## config.mk

```make
export PLATFORM = sky130hd
export DESIGN_NAME = mem_dma_copy
export DESIGN_NICKNAME = d
export VERILOG_FILES = /design/src/rtl/mem_dma_copy.sv
export SDC_FILE = /design/constraint.sdc
export NUM_CORES = 1
export LEC_CHECK = 0
export ABC_CLOCK_PERIOD_IN_PS = 2500
export CAP_MARGIN = 40
export CORE_MARGIN = 5
export CORE_UTILIZATION = 49
export DETAILED_ROUTE_END_ITERATION = 7
export PLACE_DENSITY = 0.87
export REMOVE_ABC_BUFFERS = 1
export SYNTH_ARGS = -nofsm -noshare
export SYNTH_HDL_FRONTEND = slang
export SYNTH_SLANG_ARGS = --single-unit
```

## constraint.sdc

```tcl
create_clock -name clk -period 2.5 [get_ports clk]
set_input_delay 0.5 -clock clk [delete_from_list [all_inputs] [get_ports clk]]
set_output_delay 0.5 -clock clk [all_outputs]
set_load 0.05 [all_outputs]
```

## src/rtl/mem_dma_copy.sv

```systemverilog
// -----------------------------------------------------------------------------
// mem_dma_copy
//
// Purpose:
//   Word-granular memory-to-memory copy engine. It acts as the initiator on a
//   single-port req/ready memory interface, usually port B of a dual-port BRAM
//   whose other port belongs to the CPU. A one-cycle start pulse loads source,
//   destination and word count. Each word is copied as one read followed by
//   one write, in strictly forward address order.
//
// Ports:
//   clk, rst_n      clock; asynchronous active-low reset
//   cfg_start       one-cycle start pulse, samples cfg_src/cfg_dst/cfg_len
//   cfg_src/dst     4-byte aligned byte addresses
//   cfg_len         number of words to copy (0 = nothing to do)
//   cfg_abort       level-sampled request to stop early
//   busy            high while a read or write phase is active
//   done            one-cycle completion pulse (normal, error, empty or abort)
//   err             sticky misalignment flag, updated by each start in IDLE
//   aborted         sticky flag, last transfer was ended by abort
//   words_left      words not yet written
//   mem_*           req/ready memory initiator port
// -----------------------------------------------------------------------------
module mem_dma_copy #(
  parameter int XLEN   = 32,
  parameter int ADDR_W = 32,
  parameter int LEN_W  = 16
) (
  input  logic              clk,
  input  logic              rst_n,
  input  logic              cfg_start,
  input  logic [ADDR_W-1:0] cfg_src,
  input  logic [ADDR_W-1:0] cfg_dst,
  input  logic [LEN_W-1:0]  cfg_len,
  input  logic              cfg_abort,
  output logic              busy,
  output logic              done,
  output logic              err,
  output logic              aborted,
  output logic [LEN_W-1:0]  words_left,
  output logic              mem_req,
  output logic              mem_we,
  output logic [ADDR_W-1:0] mem_addr,
  output logic [XLEN-1:0]   mem_wdata,
  input  logic [XLEN-1:0]   mem_rdata,
  input  logic              mem_ready
);

  typedef enum logic [1:0] {
    IDLE = 2'd0,
    RD   = 2'd1,
    WR   = 2'd2,
    DONE = 2'd3
  } state_t;

  state_t            r_state;
  state_t            w_nextState;

  logic [ADDR_W-1:0] r_srcPtr;
  logic [ADDR_W-1:0] r_dstPtr;
  logic [XLEN-1:0]   r_buf;
  logic [LEN_W-1:0]  r_wordsLeft;
  logic              r_err;
  logic              r_aborted;
  logic              r_abortPend;

  logic              w_active;
  logic              w_handshake;
  logic              w_misaligned;
  logic              w_lenZero;
  logic              w_abortSeen;
  logic              w_lastWord;

  // The handshake is derived from the state register rather than from the
  // mem_req output so the next-state logic has no combinational self-loop.
  // An abort counts if it is pending from an earlier cycle or present now.
  assign w_active     = (r_state == RD) || (r_state == WR);
  assign w_handshake  = w_active && mem_ready;
  assign w_misaligned = (cfg_src[1:0] != 2'b00) || (cfg_dst[1:0] != 2'b00);
  assign w_lenZero    = (cfg_len == '0);
  assign w_abortSeen  = r_abortPend || cfg_abort;
  assign w_lastWord   = (r_wordsLeft == LEN_W'(1));

  assign err        = r_err;
  assign aborted    = r_aborted;
  assign words_left = r_wordsLeft;

  // State register. Reset is asynchronous so mem_req, which is decoded from
  // the state, drops the moment rst_n goes low.
  always_ff @(posedge clk or negedge rst_n) begin
    if (!rst_n) begin
      r_state <= IDLE;
    end else begin
      r_state <= w_nextState;
    end
  end

  // Next-state and output decode. Memory outputs depend only on registered
  // state, so they stay stable for the whole of a stalled transaction. A
  // rejected or empty start still passes through DONE to produce the pulse.
  always_comb begin
    w_nextState = r_state;
    busy        = 1'b0;
    done        = 1'b0;
    mem_req     = 1'b0;
    mem_we      = 1'b0;
    mem_addr    = '0;
    mem_wdata   = '0;
    case (r_state)
      IDLE: begin
        if (cfg_start) begin
          if (w_misaligned || w_lenZero) begin
            w_nextState = DONE;
          end else begin
            w_nextState = RD;
          end
        end
      end
      RD: begin
        busy     = 1'b1;
        mem_req  = 1'b1;
        mem_addr = r_srcPtr;
        if (w_handshake) begin
          w_nextState = w_abortSeen ? DONE : WR;
        end
      end
      WR: begin
        busy      = 1'b1;
        mem_req   = 1'b1;
        mem_we    = 1'b1;
        mem_addr  = r_dstPtr;
        mem_wdata = r_buf;
        if (w_handshake) begin
          w_nextState = (w_lastWord || w_abortSeen) ? DONE : RD;
        end
      end
      DONE: begin
        done        = 1'b1;
        w_nextState = IDLE;
      end
      default: begin
        w_nextState = IDLE;
      end
    endcase
  end

  // Datapath. Any start seen in IDLE refreshes err and clears aborted; only
  // an aligned, non-empty start loads the pointers and count. An abort request
  // is remembered until the outstanding transaction completes. aborted is only
  // raised when words genuinely remain, so an abort that coincides with the
  // final write still reports a normal completion. Pointer increments wrap
  // naturally at the address width.
  always_ff @(posedge clk or negedge rst_n) begin
    if (!rst_n) begin
      r_srcPtr    <= '0;
      r_dstPtr    <= '0;
      r_buf       <= '0;
      r_wordsLeft <= '0;
      r_err       <= 1'b0;
      r_aborted   <= 1'b0;
      r_abortPend <= 1'b0;
    end else begin
      case (r_state)
        IDLE: begin
          if (cfg_start) begin
            r_err       <= w_misaligned;
            r_aborted   <= 1'b0;
            r_abortPend <= 1'b0;
            if (!w_misaligned && !w_lenZero) begin
              r_srcPtr    <= cfg_src;
              r_dstPtr    <= cfg_dst;
              r_wordsLeft <= cfg_len;
            end
          end
        end
        RD: begin
          if (cfg_abort) begin
            r_abortPend <= 1'b1;
          end
          if (w_handshake) begin
            r_buf <= mem_rdata;
            if (w_abortSeen) begin
              r_aborted <= 1'b1;
            end
          end
        end
        WR: begin
          if (cfg_abort) begin
            r_abortPend <= 1'b1;
          end
          if (w_handshake) begin
            r_srcPtr    <= r_srcPtr + ADDR_W'(4);
            r_dstPtr    <= r_dstPtr + ADDR_W'(4);
            r_wordsLeft <= r_wordsLeft - LEN_W'(1);
            if (w_abortSeen && !w_lastWord) begin
              r_aborted <= 1'b1;
            end
          end
        end
        default: begin
        end
      endcase
    end
  end

endmodule
```

==> results of run 1 <==
## layout make-up
| type | count | area [um^2] | area share |
|---|---|---|---|
| multi-input combinational | 643 | 4140 | 0.365 |
| timing repair buffer | 265 | 3330 | 0.294 |
| sequential | 117 | 2930 | 0.258 |
| clock buffer | 23 | 478 | 0.0421 |
| tap | 184 | 230 | 0.0203 |
| clock inverter | 9 | 173 | 0.0152 |
| inverter | 16 | 62.6 | 0.00551 |
| antenna | 1 | 2.50 | 0.000221 |
## worst max-delay path, delay by kind of cell, from the launching register on
| family | cells | cell delay (ns) |
|---|---|---|
| buffers and inverters | 4 | 0.67 |
| flip-flops | 1 | 0.42 |
| AO/OA/AOI/OAI | 1 | 0.09 |
| AND/OR/NAND/NOR | 1 | 0.27 |
| adder cells (fa/ha/maj) | 1 | 0.18 |
## cell families after synthesis
group,count (synthesis)
AOI/OAI and AO/OA,263
muxes,41
DFF,117
adders and majority gates,9
and+or+nand+nor,330
buffers and inverters,78
## stage by stage
step                utilization  TNS (ns)  hold WS (ns)
finish                    0.781    -0.177         0.487
CTS                       0.768         0         0.491
global placement          0.715   -0.0258         0.417
detailed placement        0.715     -1.15         0.417
global route              0.781     -1.14         0.495
floorplan                     -   -573.99         0.204
## flip-flops by register name, indices dropped and copies added, names as in the netlist
signal,flops
aborted,1
err,1
r_abortPend,1
r_buf,32
r_dstPtr,32
r_srcPtr,32
r_state,2
words_left,16
## routing by layer
| metal | up-vias | global-route usage | share of wire |
|---|---|---|---|
| li1 | 3571 | - | - |
| met1 | 3932 | 0.394 | 0.35 |
| met2 | 774 | 0.520 | 0.47 |
| met3 | 222 | 0.0878 | 0.11 |
| met4 | 0 | 0.161 | 0.071 |
| met5 | - | 0 | 0 |
## report_power, final
part / internal (mW) / switching [mW]
Clock: 1.84 / 0.913
Combinational: 4.69 / 6.49
Sequential: 2.80 / 1.19
Total: 9.33 / 8.59
## repair_timing
item,in CTS,in global routing
hold buffers,1,0
setup endpoints to repair,31,31
endpoints found under the hold margin,20,0
resized for setup,21,22
setup buffers,1,2
pin swaps,4,2
gates cloned,1,3
## synthesized netlist by cell type (all sizes together) (3+ instances only)
cell type	count
o21ai	37
nor3b	3
nor4	18
nand3b	3
o32ai	9
mux2	35
nor3	20
o22ai	31
mux2i	6
a211oi	5
and3	10
or3	4
or2	3
nand3	36
inv	16
a41oi	7
a2bb2oi	18
nand2	88
buf	35
o21a	3
clkbuf	27
a31oi	6
dfrtp	117
nand2b	3
nor2	67
o22a	15
o31ai	5
ha	9
nand4	26
a22oi	22
and4	3
a21oi	94
and2	41
## how the worst max path moves through the flow
stage,slack [ns],depth (start not counted),to
floorplan,-4.82,7,words_left[10]
finish,-0.07,7,mem_addr[21]
global placement,-0.03,7,r_dstPtr[2]
global route,-0.19,7,mem_addr[17]
CTS,0.01,7,mem_addr[14]
detailed placement,-0.1,7,r_srcPtr[16]
==> summary.txt, run 1 <==
Outcome
  • Outcome: complete, but fails checks
  • Failing checks: setup timing

Worst setup path
  • Crit-path cells: inv_2 -> ha_4 -> buf_4 -> clkbuf_16 -> a22oi_1 -> nor2_1 -> buf_12
  • Crit. End Element: output port
  • Kind of start point of the critical path: register
  • WP data arrival: about 2.1 ns
  • Worst r2r dst: r_dstPtr[10]
  • Critical path's largest stage delay: 0.42 ns
  • Launch point of the worst path: r_state[0]
  • Reg2Reg Depth: 9
  • R2r setup slk: -0.06 ns
  • Crit Path Class: register to output port
  • Req. time, crit path: around 2.0 ns
  • Slowest-stage cell, CP: dfrtp_1
  • RR Startpoint: r_state[0]
  • CP max FO: 9

Cells and area
  • Commonest non-fill, non-tap cells in the layout: clkdlybuf4s50_1, dfrtp_1, nand2_1
  • Layout cell share with drive strength beyond 1: 0.230
  • Post-route insts no fill: between 1000 and 1500
  • Finished Cell Area: roughly 11000 um^2
  • # fillers: roughly 800
  • Commonest non-fill, non-tap cell in the layout: clkdlybuf4s50_1
  • Final net count: roughly 1200
  • Area Overhead vs Synth: 55.9%

Clocking
  • Root buf cell: clkbuf_16
  • CTS clock-pin slew for the worst setup and hold paths: about 0.05 ns
  • Skew-Pair Late Insertion Delay: roughly 0.43 ns
  • CTS buffer count: 17
  • Clk buf depth: 2
  • Clock sink count: 117
  • H-Tree Level Count: 4
  • CTS tree: yes

Timing
  • Final cycle utilization of the critical path: 1.03
  • Final Skew: approximately 0.0059 ns
  • Setup violators final: 5
  • Final setup margin: -0.0737 ns
  • Slew @ Worst Pin: 0.742 ns
  • Final hold viol count: 0
  • Max Fclk: 389 MHz
  • Final Max Slew Viols: 0
  • Slew headroom: 0.501
  • Min cycle time layout: approximately 2.6 ns

Floorplanning
  • Die width: around 130 um
  • Area of the core: between 10000 and 15000 um^2
  • # IOs: about 200
  • # rows: between 40 and 50
  • DIE HEIGHT: around 130 um
  • Initial Util: 0.501
  • Die Area: ~17000 um^2

Routing
  • Vias: 8499
  • DR iter-0 viols: 1568
  • Detailed Routing Iterations Pass 1: 8
  • Vias per std cell: between 6 and 7
  • DRC Markers: 0
  • Final WL: 30000 um
  • Routed len/inst: ~24 um
  • Antenna-violating nets left: 0

Placed design
  • Placer Congestion: around 0.94
  • DP Cell Count: 1217
  • Post-DP HPWL: 18800 um
  • Post-DP Area: around 10000 um^2
  • Pre-CTS WS: -0.0962 ns
  • IO Port Bufs: about 200

Power and ir drop
  • Power Dens Cells: between 1500 and 2000 nW/um^2
  • Total power: around 18 mW
  • Max IR drop VDD: between 0.8 and 0.9 mV
  • Leak Pwr: about 4.5 nW

Logic synthesis
  • Post-Syn Area per Cell: approximately 8.7 um^2
  • Synth Area in XOR/XNOR: 0
  • Asr flop ratio synth: 1.00
  • Synth area leaders: dfrtp_1, a21oi_1, mux2_2
  • Synth area leader: dfrtp_1
  • Netlist cell types: 60
  • Largest family of logic cells by synthesized area: simple AND/OR/NAND/NOR gates
  • Synth top area share: 0.402
  • Adder-cell share of the synthesized area: 0.0155
  • Simple-gate share of the synthesized area: 0.239
  • Register area share after synthesis: 0.402
  • Synth Cell Area: 7280 um^2
  • Syn Inst Count: around 840
  • Number of synthesized flops with an enable pin: 0
  • Synth Area in Compound Gates: 0.232
  • Yosys reg bits: between 100 and 150
  • Ys flop type: dfrtp_1
  • Post-synthesis mux area share: 0.0624
  • Synth warn: 0

Global route
  • Vias in the first global route: between 8000 and 9000
  • Antenna violations before repair: 1
  • First-pass GRT wire length: about 45000 um
  • All-Layer GR Usage: 0.321
  • Gr ovfl total: 0
  • Largest net degree at the start of global routing: between 40 and 50

Worst hold path
  • Worst Hold End: r_dstPtr[1]
  • Hold path start: r_dstPtr[1]
  • Hold Path Cell Cnt: 1
  • Hold WC Path Type: register to register

Job
  • Number of max-cap violations: 0
Note: power is estimated with default switching activity, not from simulation.
==> run 2, diff against run 1 <==
--- a/config.mk
+++ b/config.mk
@@ -5,10 +5,12 @@
 export SDC_FILE = /design/constraint.sdc
 export NUM_CORES = 1
 export LEC_CHECK = 0
-export ABC_CLOCK_PERIOD_IN_PS = 2500
+export ABC_CLOCK_PERIOD_IN_PS = 2900
 export CAP_MARGIN = 40
 export CORE_MARGIN = 5
 export CORE_UTILIZATION = 49
+export CTS_BUF_LIST = sky130_fd_sc_hd__clkbuf_8 sky130_fd_sc_hd__clkbuf_16
+export CTS_CLUSTER_SIZE = 24
 export DETAILED_ROUTE_END_ITERATION = 7
 export PLACE_DENSITY = 0.87
 export REMOVE_ABC_BUFFERS = 1
==> constraint.sdc (replaced) <==
create_clock -name clk -period 2.9 [get_ports clk]
set_input_delay 0.58 -clock clk [delete_from_list [all_inputs] [get_ports clk]]
set_output_delay 0.58 -clock clk [all_outputs]
set_load 0.05 [all_outputs]
==> summary.txt, run 2 (same netlist as run 1, synthesis figures left out) <==
Worst setup path
  • Req. time, crit path: 2.32 ns (+0.32 ns)
  • Crit. End Element: output port
  • Crit-path cells: inv_1 -> ha_4 -> buf_16 -> nand2_1 -> a21oi_1 -> buf_12
  • WP data arrival: 2.24 ns (+0.17 ns)
  • Critical path's largest stage delay: 0.43 ns (about the same)
  • Kind of start point of the critical path: register
  • Slowest-stage cell, CP: dfrtp_1
  • Reg2Reg Depth: 8 (-1)
  • CP max FO: 74 (+65)
  • Crit Path Class: register to output port

Floorplanning
  • Initial Util: 0.501 (unchanged)
  • Die Area: 17400 um^2 (unchanged)
  • DIE HEIGHT: 132 um (unchanged)
  • Area of the core: 14500 um^2 (unchanged)
  • Die width: 132 um (unchanged)
  • # IOs: 203 (unchanged)
  • # rows: 44 (unchanged)

Clocking
  • Post-CTS Setup Bufs: 0 (-1)
  • Clk buf depth: 2 (unchanged)
  • Hold buffers post-CTS: 0 (-1)
  • Clock sink count: 117 (unchanged)
  • CTS clock-pin slew for the worst setup and hold paths: 0.06 ns (about the same)
  • H-Tree Level Count: 4 (unchanged)
  • CTS tree: yes
  • CTS buffer count: 17 (unchanged)
  • Root buf cell: clkbuf_16
  • Skew-Pair Late Insertion Delay: 0.42 ns (about the same)

Timing
  • Setup violators final: 0 (-5)
  • Min cycle time layout: ~2.8 ns
  • RSZ-0062 raised after global routing: true
  • Final hold viol count: 0 (unchanged)
  • Max Fclk: 355 MHz
  • Slew headroom: 0.537 (+0.0363)
  • Final Skew: 0.00744 ns (+0.00157 ns)
  • Final Max Slew Viols: 0 (unchanged)
  • Slew @ Worst Pin: 0.688 ns (-0.0540 ns)
  • Final cycle utilization of the critical path: 0.972

Routing
  • DRC Markers: 0 (unchanged)
  • Detailed Routing Iterations Pass 1: 7 (-1)
  • Routed len/inst: 20.5 um (-14%)
  • DR iter-0 viols: 931 (-41%)
  • Final WL: 24900 um (-17%)
  • Vias per std cell: 6.34 (-6.1%)
  • Vias: 7709 (-9.3%)
  • Antenna-violating nets left: 0 (unchanged)

Cells and area
  • Area Overhead vs Synth: 48.5%
  • Commonest non-fill, non-tap cell in the layout: clkdlybuf4s50_1
  • Antenna fix cells: 0 (-1)
  • Post-route insts no fill: 1215 (-3.4%)
  • Finished Cell Area: 10800 um^2 (-4.7%)
  • Commonest non-fill, non-tap cells in the layout: clkdlybuf4s50_1, dfrtp_1, a21oi_1
  • # fillers: 938 (+18%)
  • Final net count: 1144 (-3.5%)
  • Layout cell share with drive strength beyond 1: 0.176 (-0.0546)
  • Largest regs: r_buf: 32 flops, r_dstPtr: 32 flops, r_srcPtr: 32 flops

Placed design
  • IO Port Bufs: 202 (unchanged)
  • Post-DP HPWL: 17200 um (-8.7%)
  • Placer Congestion: 0.918 (-1.9%)
  • DP Cell Count: 1183 (-2.8%)
  • Post-DP Area: 10100 um^2 (-2.5%)

Outcome
  • Outcome: finished, final reports clean

Global route
  • Largest net degree at the start of global routing: 75 (+63%)
  • Vias in the first global route: 7437 (-8.8%)
  • First-pass GRT wire length: 40100 um (-11%)
  • Gr ovfl total: 0 (unchanged)
  • All-Layer GR Usage: 0.280 (-0.0409)
  • Antenna violations before repair: 0 (-1)

Worst hold path
  • Hold WC Path Type: input pin to async pin

Power and ir drop
  • Leak Pwr: 4.29 nW (-5.0%)
  • Total power: 14.2 mW (-21%)
  • Max IR drop VDD: 0.657 mV (-19%)
  • Power Dens Cells: 1310 nW/um^2 (-17%)

Job
  • Number of max-cap violations: 0 (unchanged)
[run 2: report_power, final]
group / total, mW / internal (mW) / switching (mW)
clock network: 2.27 / 1.51 / 0.753
logic: 8.59 / 3.58 / 5.01
registers: 3.34 / 2.41 / 0.928
[run 2: critical path: cells and delay by family, from the launching register on]
family | cells | cell delay (ns)
compound gates | 1 | 0.27
fa+ha+maj | 1 | 0.31
buf+inv | 3 | 0.65
flops | 1 | 0.43
simple gates | 1 | 0.13
[run 2: through the flow]
stage	setup slack [ns]	setup TNS, ns	util	hold slack [ns]
after detailed placement	0.0676	0	0.697	0.474
final	0.0816	0	0.744	0.0838
after global routing	-0.0169	-0.0389	0.744	0.0976
after global placement	0.146	0	0.697	0.473
after floorplan	-4.42	-507.19	-	0.284
after CTS	0.0178	0	0.741	0.0869
[run 2: cell type report]
type / instances / area, um^2 / share of cell area
Multi-Input combinational cell: 643 / 4040 / 0.373
Inverter: 16 / 60.1 / 0.00556
Sequential cell: 117 / 2930 / 0.271
Timing Repair Buffer: 223 / 2920 / 0.270
Clock buffer: 21 / 480 / 0.0444
Clock inverter: 11 / 155 / 0.0144
Tap cell: 184 / 230 / 0.0213
[run 2: worst paths after layout]
kind | from | to | slack [ns]
max | r_state[0] | mem_addr[10] | 0.08
min | rst_n | r_srcPtr[5] | 0.08
max reg2reg | r_state[0] | words_left[10] | 0.28
min reg2reg | r_dstPtr[31] | r_dstPtr[31] | 0.48
max in group asynchronous | rst_n | r_buf[17] | 2.03
min in group clk | r_dstPtr[31] | r_dstPtr[31] | 0.48
[run 2: layer usage]
layer	vias to the layer above	part of all wire	track usage
met5	-	0	0
li1	3485	-	-
met1	3647	0.39	0.363
met2	492	0.49	0.444
met3	85	0.084	0.0656
met4	0	0.042	0.134
[run 2: timing repair]
action / in CTS / in global routing
resized for setup: 0 / 12
endpoints found under the setup margin: 0 / 16
hold endpoints to repair: 0 / 0
